===== src/rtl/bcd2bin_pkg.sv =====
// Shared types and constants for the BCD-to-binary converter.
// Digit-adjust constants mirror the add-3 cell of the binary-to-BCD path.
package bcd_pkg;

  localparam int BCD_DIGIT_W    = 4;
  localparam int BCD_MAX_DIGIT  = 9;
  localparam int BCD_ADJ_THRESH = 8;
  localparam int BCD_ADJ_SUB    = 3;

  typedef enum logic [1:0] {
    IDLE  = 2'd0,
    SHIFT = 2'd1,
    DONE  = 2'd2
  } bcd_state_t;

  function automatic logic digit_bad(input logic [BCD_DIGIT_W-1:0] d);
    return d > BCD_DIGIT_W'(BCD_MAX_DIGIT);
  endfunction

endpackage


===== src/rtl/bcd2bin_if.sv =====
// Input/output valid-ready handshake bundle for bcd2bin.
// master = producer/consumer side, slave = converter side.
interface bcd2bin_if #(
  parameter int DIGITS = 3,
  parameter int WIDTH  = 10
) ();

  logic                  in_valid;
  logic                  in_ready;
  logic [4*DIGITS-1:0]   in_bcd;
  logic                  out_valid;
  logic                  out_ready;
  logic [WIDTH-1:0]      out_bin;
  logic                  out_err;

  modport master (
    output in_valid, in_bcd, out_ready,
    input  in_ready, out_valid, out_bin, out_err
  );

  modport slave (
    input  in_valid, in_bcd, out_ready,
    output in_ready, out_valid, out_bin, out_err
  );

endinterface


===== src/rtl/bcd2bin_digit_adj.sv =====
// Combinational reverse-dabble correction for one BCD nibble: >= 8 becomes -3.
// Counterpart of the add-3 cell used by the binary-to-BCD converter.
module bcd_digit_adj
  import bcd_pkg::*;
(
  input  logic [BCD_DIGIT_W-1:0] i_nib,
  output logic [BCD_DIGIT_W-1:0] o_nib
);

  assign o_nib = (i_nib >= BCD_DIGIT_W'(BCD_ADJ_THRESH)) ?
                 i_nib - BCD_DIGIT_W'(BCD_ADJ_SUB) : i_nib;

endmodule


===== src/rtl/bcd2bin.sv =====
// Sequential BCD-to-binary converter: reverse double-dabble, one bit per clock.
// Result appears WIDTH cycles after accept and is held until out_ready.
module bcd2bin
  import bcd_pkg::*;
#(
  parameter int DIGITS = 3,
  parameter int WIDTH  = 10
) (
  input  logic        clk,
  input  logic        rst_n,
  bcd2bin_if.slave    bus
);

  localparam int BW = BCD_DIGIT_W * DIGITS;
  localparam int SW = BW + WIDTH;
  localparam int CW = $clog2(WIDTH + 1);

  bcd_state_t        r_state;
  bcd_state_t        w_state_nxt;
  logic [SW-1:0]     r_scr;
  logic [SW-1:0]     w_shift;
  logic [SW-1:0]     w_iter;
  logic [CW-1:0]     r_cnt;
  logic              r_err;
  logic              r_out_valid;
  logic [WIDTH-1:0]  r_out_bin;
  logic              r_out_err;
  logic              w_in_err;
  logic              w_last;

  assign w_shift = r_scr >> 1;
  assign w_iter[WIDTH-1:0] = w_shift[WIDTH-1:0];

  for (genvar gi = 0; gi < DIGITS; gi++) begin : g_adj
    bcd_digit_adj u_adj (
      .i_nib (w_shift[WIDTH + BCD_DIGIT_W*gi +: BCD_DIGIT_W]),
      .o_nib (w_iter [WIDTH + BCD_DIGIT_W*gi +: BCD_DIGIT_W])
    );
  end

  always_comb begin
    w_in_err = 1'b0;
    for (int d = 0; d < DIGITS; d++) begin
      w_in_err = w_in_err | digit_bad(bus.in_bcd[BCD_DIGIT_W*d +: BCD_DIGIT_W]);
    end
  end

  // Leave SHIFT at count WIDTH-1 so the counter never wraps.
  assign w_last = (r_cnt == CW'(WIDTH - 1));

  always_comb begin
    w_state_nxt = r_state;
    case (r_state)
      IDLE:    if (bus.in_valid)  w_state_nxt = SHIFT;
      SHIFT:   if (w_last)        w_state_nxt = DONE;
      DONE:    if (bus.out_ready) w_state_nxt = IDLE;
      default:                    w_state_nxt = IDLE;
    endcase
  end

  always_ff @(posedge clk or negedge rst_n) begin
    if (!rst_n) r_state <= IDLE;
    else        r_state <= w_state_nxt;
  end

  always_ff @(posedge clk or negedge rst_n) begin
    if (!rst_n) begin
      r_scr       <= '0;
      r_cnt       <= '0;
      r_err       <= 1'b0;
      r_out_valid <= 1'b0;
      r_out_bin   <= '0;
      r_out_err   <= 1'b0;
    end else begin
      case (r_state)
        IDLE: begin
          if (bus.in_valid) begin
            r_scr <= {bus.in_bcd, {WIDTH{1'b0}}};
            r_cnt <= '0;
            r_err <= w_in_err;
          end
        end
        SHIFT: begin
          r_scr <= w_iter;
          r_cnt <= r_cnt + CW'(1);
          if (w_last) begin
            r_out_valid <= 1'b1;
            r_out_bin   <= r_err ? '0 : w_iter[WIDTH-1:0];
            r_out_err   <= r_err;
          end
        end
        DONE: begin
          if (bus.out_ready) r_out_valid <= 1'b0;
        end
        default: ;
      endcase
    end
  end

  assign bus.in_ready  = (r_state == IDLE);
  assign bus.out_valid = r_out_valid;
  assign bus.out_bin   = r_out_bin;
  assign bus.out_err   = r_out_err;

endmodule


===== src/flat_wrapper.sv =====
// flat-port wrapper written by rule: the top's interface ports become plain ports
module bcd2bin_flat import bcd_pkg::*;
#(
  parameter int DIGITS = 3,
  parameter int WIDTH  = 10
)
  (clk, rst_n, bus_in_valid, bus_in_bcd, bus_out_ready, bus_in_ready, bus_out_valid, bus_out_bin, bus_out_err);
  bcd2bin_if #(.DIGITS(DIGITS), .WIDTH(WIDTH)) bus_i ();
  input  logic clk;
  input  logic rst_n;
  input wire logic [$bits(bus_i.in_valid)-1:0] bus_in_valid;
  input wire logic [$bits(bus_i.in_bcd)-1:0] bus_in_bcd;
  input wire logic [$bits(bus_i.out_ready)-1:0] bus_out_ready;
  output wire logic [$bits(bus_i.in_ready)-1:0] bus_in_ready;
  output wire logic [$bits(bus_i.out_valid)-1:0] bus_out_valid;
  output wire logic [$bits(bus_i.out_bin)-1:0] bus_out_bin;
  output wire logic [$bits(bus_i.out_err)-1:0] bus_out_err;
  assign bus_i.in_valid = bus_in_valid;
  assign bus_i.in_bcd = bus_in_bcd;
  assign bus_i.out_ready = bus_out_ready;
  assign bus_in_ready = bus_i.in_ready;
  assign bus_out_valid = bus_i.out_valid;
  assign bus_out_bin = bus_i.out_bin;
  assign bus_out_err = bus_i.out_err;
  bcd2bin #(.DIGITS(DIGITS), .WIDTH(WIDTH)) u_core (.clk(clk), .rst_n(rst_n), .bus(bus_i));
endmodule

===== config.mk =====
export PLATFORM = sky130hd
export DESIGN_NAME = bcd2bin_flat
export DESIGN_NICKNAME = d
export VERILOG_FILES = /design/src/rtl/bcd2bin_pkg.sv /design/src/rtl/bcd2bin_if.sv /design/src/rtl/bcd2bin_digit_adj.sv /design/src/rtl/bcd2bin.sv /design/src/flat_wrapper.sv
export SDC_FILE = /design/constraint.sdc
export NUM_CORES = 1
export LEC_CHECK = 0
export CAP_MARGIN = 20
export CORE_ASPECT_RATIO = 1.1
export CORE_UTILIZATION = 38
export CTS_BUF_LIST = sky130_fd_sc_hd__clkbuf_4 sky130_fd_sc_hd__clkbuf_8
export CTS_CLUSTER_DIAMETER = 30
export DETAILED_ROUTE_END_ITERATION = 12
export PLACE_DENSITY = 0.6
export SLEW_MARGIN = 10
export SYNTH_ARGS = -nofsm -noshare
export SYNTH_HDL_FRONTEND = slang
export SYNTH_HIERARCHICAL = 1
export SYNTH_SLANG_ARGS = --single-unit

===== constraint.sdc =====
create_clock -name clk -period 1.5 [get_ports clk]
set_input_delay 0.3 -clock clk [delete_from_list [all_inputs] [get_ports clk]]
set_output_delay 0.3 -clock clk [all_outputs]
set_load 0.1 [all_outputs]

==> summary.txt <==
Status = finished clean
Via Count = 1609
Total global-route track usage = 0.164
GP Congestion = 0.740
Clock Skews = 0.00609 ns
Clock latency on the worst-skew pair = 0.29 ns
Root Buffer = clkbuf_8
R2r endpoint = u_core/r_scr[19]
DR iter-0 viols = 72
Post-route cell area = 2750 um2
Crit Path Class = reg2reg
Met1 GRT Util = 0.206
# fillers = 475
Wirelength per Cell = 13.1 um
Slowest cell on the critical path = or3b_4
Synthesized area = 2060 um2
Dpl hpwl = 2900 um
Initial antenna violation count = 0
Synth top area cells = dfrtp_1 (49%), o21ai_0 (6.8%), ha_1 (4.9%), o22ai_2 (4.3%), o41ai_1 (4.3%)
FF-to-FF setup slack = 0.05 ns
Main combinational cell family by area after synthesis = compound AO/OA/AOI/OAI gates
XOR/XNOR Fraction of Synth Area = 0.0298
Met2 GRT Util = 0.262
Largest net degree at the start of global routing = 41
CTS tree = built
RSZ-0062 raised after global routing = yes
CP Max Fanout = 22
Final TNS setup = 0 ns
CTS Buf Count = 5
Post-synthesis adder-cell area fraction = 0.0486
Post-synthesis cell type count = 33
Synth Area in Compound Gates = 0.211
Diode count = 0
Post-DP Area = 2630 um2
IO Count = 29
Slowest stage delay, CP = 0.52 ns
Fin cells = 326
Vias in the first global route = 1543
FF-to-FF path depth = 4
Placed Cells = 315
CP Data Arrival Time = 1.63 ns
Initial core utilization = 0.403
Final worst-path cycle share = 0.969
Hold Vio Cnt, Final = 0
Global-route wire length before repair = 7140 um
Total grt overflow = 0
Register area share after synthesis = 0.486
Total of max-cap violations = 0
Synth Instances = 211
CP Cell Sequence = buf_4 -> or3b_4 -> o22ai_1 -> nor2_1
CP startpoint = u_core/r_state[1]
Fmax = 688 MHz
Area share of the largest cell type after synthesis = 0.486
HP Class = in2async
M3 GR Usage = 0.0419
Row cnt = 27
IO Port Bufs = 28
P&R area growth vs syn = 33.8%
Max clock buf depth = 2
Vias/cell = 4.94
Pleak = 1.22 nW
Clock-pin transition on the worst setup and hold timing paths = 0.08 ns
Setup WS pre-CTS = -0.177 ns
Detail Route Antenna Nets = 0
R2r startpoint = u_core/r_state[1]
Pwr Density = 2250 nW/um2
Core Region = 5100 um2
Die height = 79.2 um
Yosys reg bits = 40
Grt peak-use layer = met2
Die Width = 72.2 um
Worst vdd ir = 1.22 mV
Post-synthesis simple-gate area fraction = 0.146
Final critical path time including I/O delays and setup = 1.45 ns
Mean Syn Cell Area = 9.75 um2
Mux share of post-synthesis cell area = 0.00547
CP Data Required Time = 1.68 ns
Fin nets = 278
Routed Wire Length = 4280 um
Die area = 5720 um2
Drt first pass iters = 4
Synth Warn # = 6
DRC = 0
Slew Limit Fails = 0
H-tree lvl count = 2
PnR worst setup slack = 0.0470 ns
Final setup vio count = 0
CP Capture Type = flop
CTS Sinks = 40
Synth area leader = dfrtp_1
Layout cells sized above 1 = 0.209
Worst setup SP type = flop
-- logic make-up (layout without fill, tap and decap cells) --
| group | after synthesis | count (layout) |
|---|---|---|
| XOR/XNOR | 7 | 7 |
| AO/OA/AOI/OAI | 63 | 63 |
| adder cells (fa/ha/maj) | 8 | 8 |
| AND/OR/NAND/NOR | 60 | 60 |
| other | 1 | 5 |
| buffers and inverters | 31 | 70 |
| multiplexers | 1 | 1 |
| flip-flops | 40 | 40 |
-- layout by cell type (no fill, tap or decap), drive strengths merged --
cell type,Yosys,layout
a21boi,1,1
a21oi,5,5
a22oi,3,3
a2bb2oi,1,1
and2b,2,2
buf,9,31
clkbuf,5,5
clkdlybuf4s50,0,14
clkinv,0,1
clkinvlp,0,1
conb,1,5
dfrtp,40,40
dlygate4sd3,0,1
ha,8,8
inv,17,17
mux2,1,1
nand2,5,5
nand2b,5,5
nand3,15,15
nand3b,2,2
nand4,1,1
nor2,22,22
nor2b,5,5
nor3b,1,1
o21a,1,1
o21ai,30,30
o21ba,1,1
o22a,1,1
o22ai,10,10
o41ai,10,10
or3,1,1
or3b,1,1
xnor2,3,3
xor2,4,4
-- layer usage --
layer  vias up  routed length, um
met3         6                170
li1        809                  -
met4         0                 98
met5         -                  0
met2        33               1940
met1       761               2070
-- where the power goes --
group          switching, mW  internal, mW
logic                   2.04          1.46
registers              0.466          1.54
clock network          0.370         0.315
total                   2.88          3.31
-- worst max-delay path, delay by kind of cell, from the launching register on --
| family | cells | cell delay (ns) |
|---|---|---|
| compound gates | 1 | 0.18 |
| flops | 1 | 0.43 |
| simple gates | 2 | 0.58 |
| buf+inv | 1 | 0.14 |
-- per-stage QoR --
step	power (mW)	util	hold WS [ns]
after floorplan	4.37	-	0.00441
after global placement	5.43	0.515	0.291
after detailed placement	5.48	0.515	0.291
after CTS	6.22	0.537	0.507
after global routing	6.64	0.540	0.517
final	6.19	0.540	0.502
-- cells in the mapped netlist (all sizes together) --
library cell  number
or3                1
o21ba              1
buf                9
inv               17
a22oi              3
o22a               1
or3b               1
clkbuf             5
a21boi             1
xor2               4
nand2              5
and2b              2
conb               1
dfrtp             40
nor2b              5
o21a               1
xnor2              3
mux2               1
nor3b              1
o22ai             10
o41ai             10
o21ai             30
nand3             15
a2bb2oi            1
nor2              22
nand2b             5
ha                 8
nand4              1
a21oi              5
nand3b             2
-- flip-flops by register name (all words and copies together) (netlist names) --
name                  cells
u_core/r_scr             21
u_core/r_cnt              4
u_core/r_state            2
u_core/bus.out_err        1
u_core/bus.out_bin       10
u_core/bus.out_valid      1
u_core/r_err              1
-- worst max path at each step --
stage	to
floorplan	u_core/bus.out_valid
global placement	u_core/r_scr[19]
detailed placement	u_core/r_scr[9]
CTS	bus_in_ready
global route	u_core/r_scr[1]
finish	u_core/r_scr[19]
-- final cells by class --
class / instances / area [um2] / share of cell area
clock inverters: 2 / 12.5 / 0.00454
flip-flops and latches: 40 / 1000 / 0.364
clock buffers: 5 / 68.8 / 0.0250
multi-input cells: 144 / 948 / 0.344
well taps: 72 / 90.1 / 0.0327
repair buffers: 46 / 568 / 0.206
inverters: 17 / 63.8 / 0.0232
-- what timing repair did --
action                                 in CTS  in global routing
resized for setup                           1                  3
endpoints found under the hold margin      40                  0
buffers inserted                            3                  0
setup endpoints to repair                   1                  5
pin swaps                                   0                  1
hold buffers                                1                  0
Note: power is estimated with default switching activity, not from simulation.
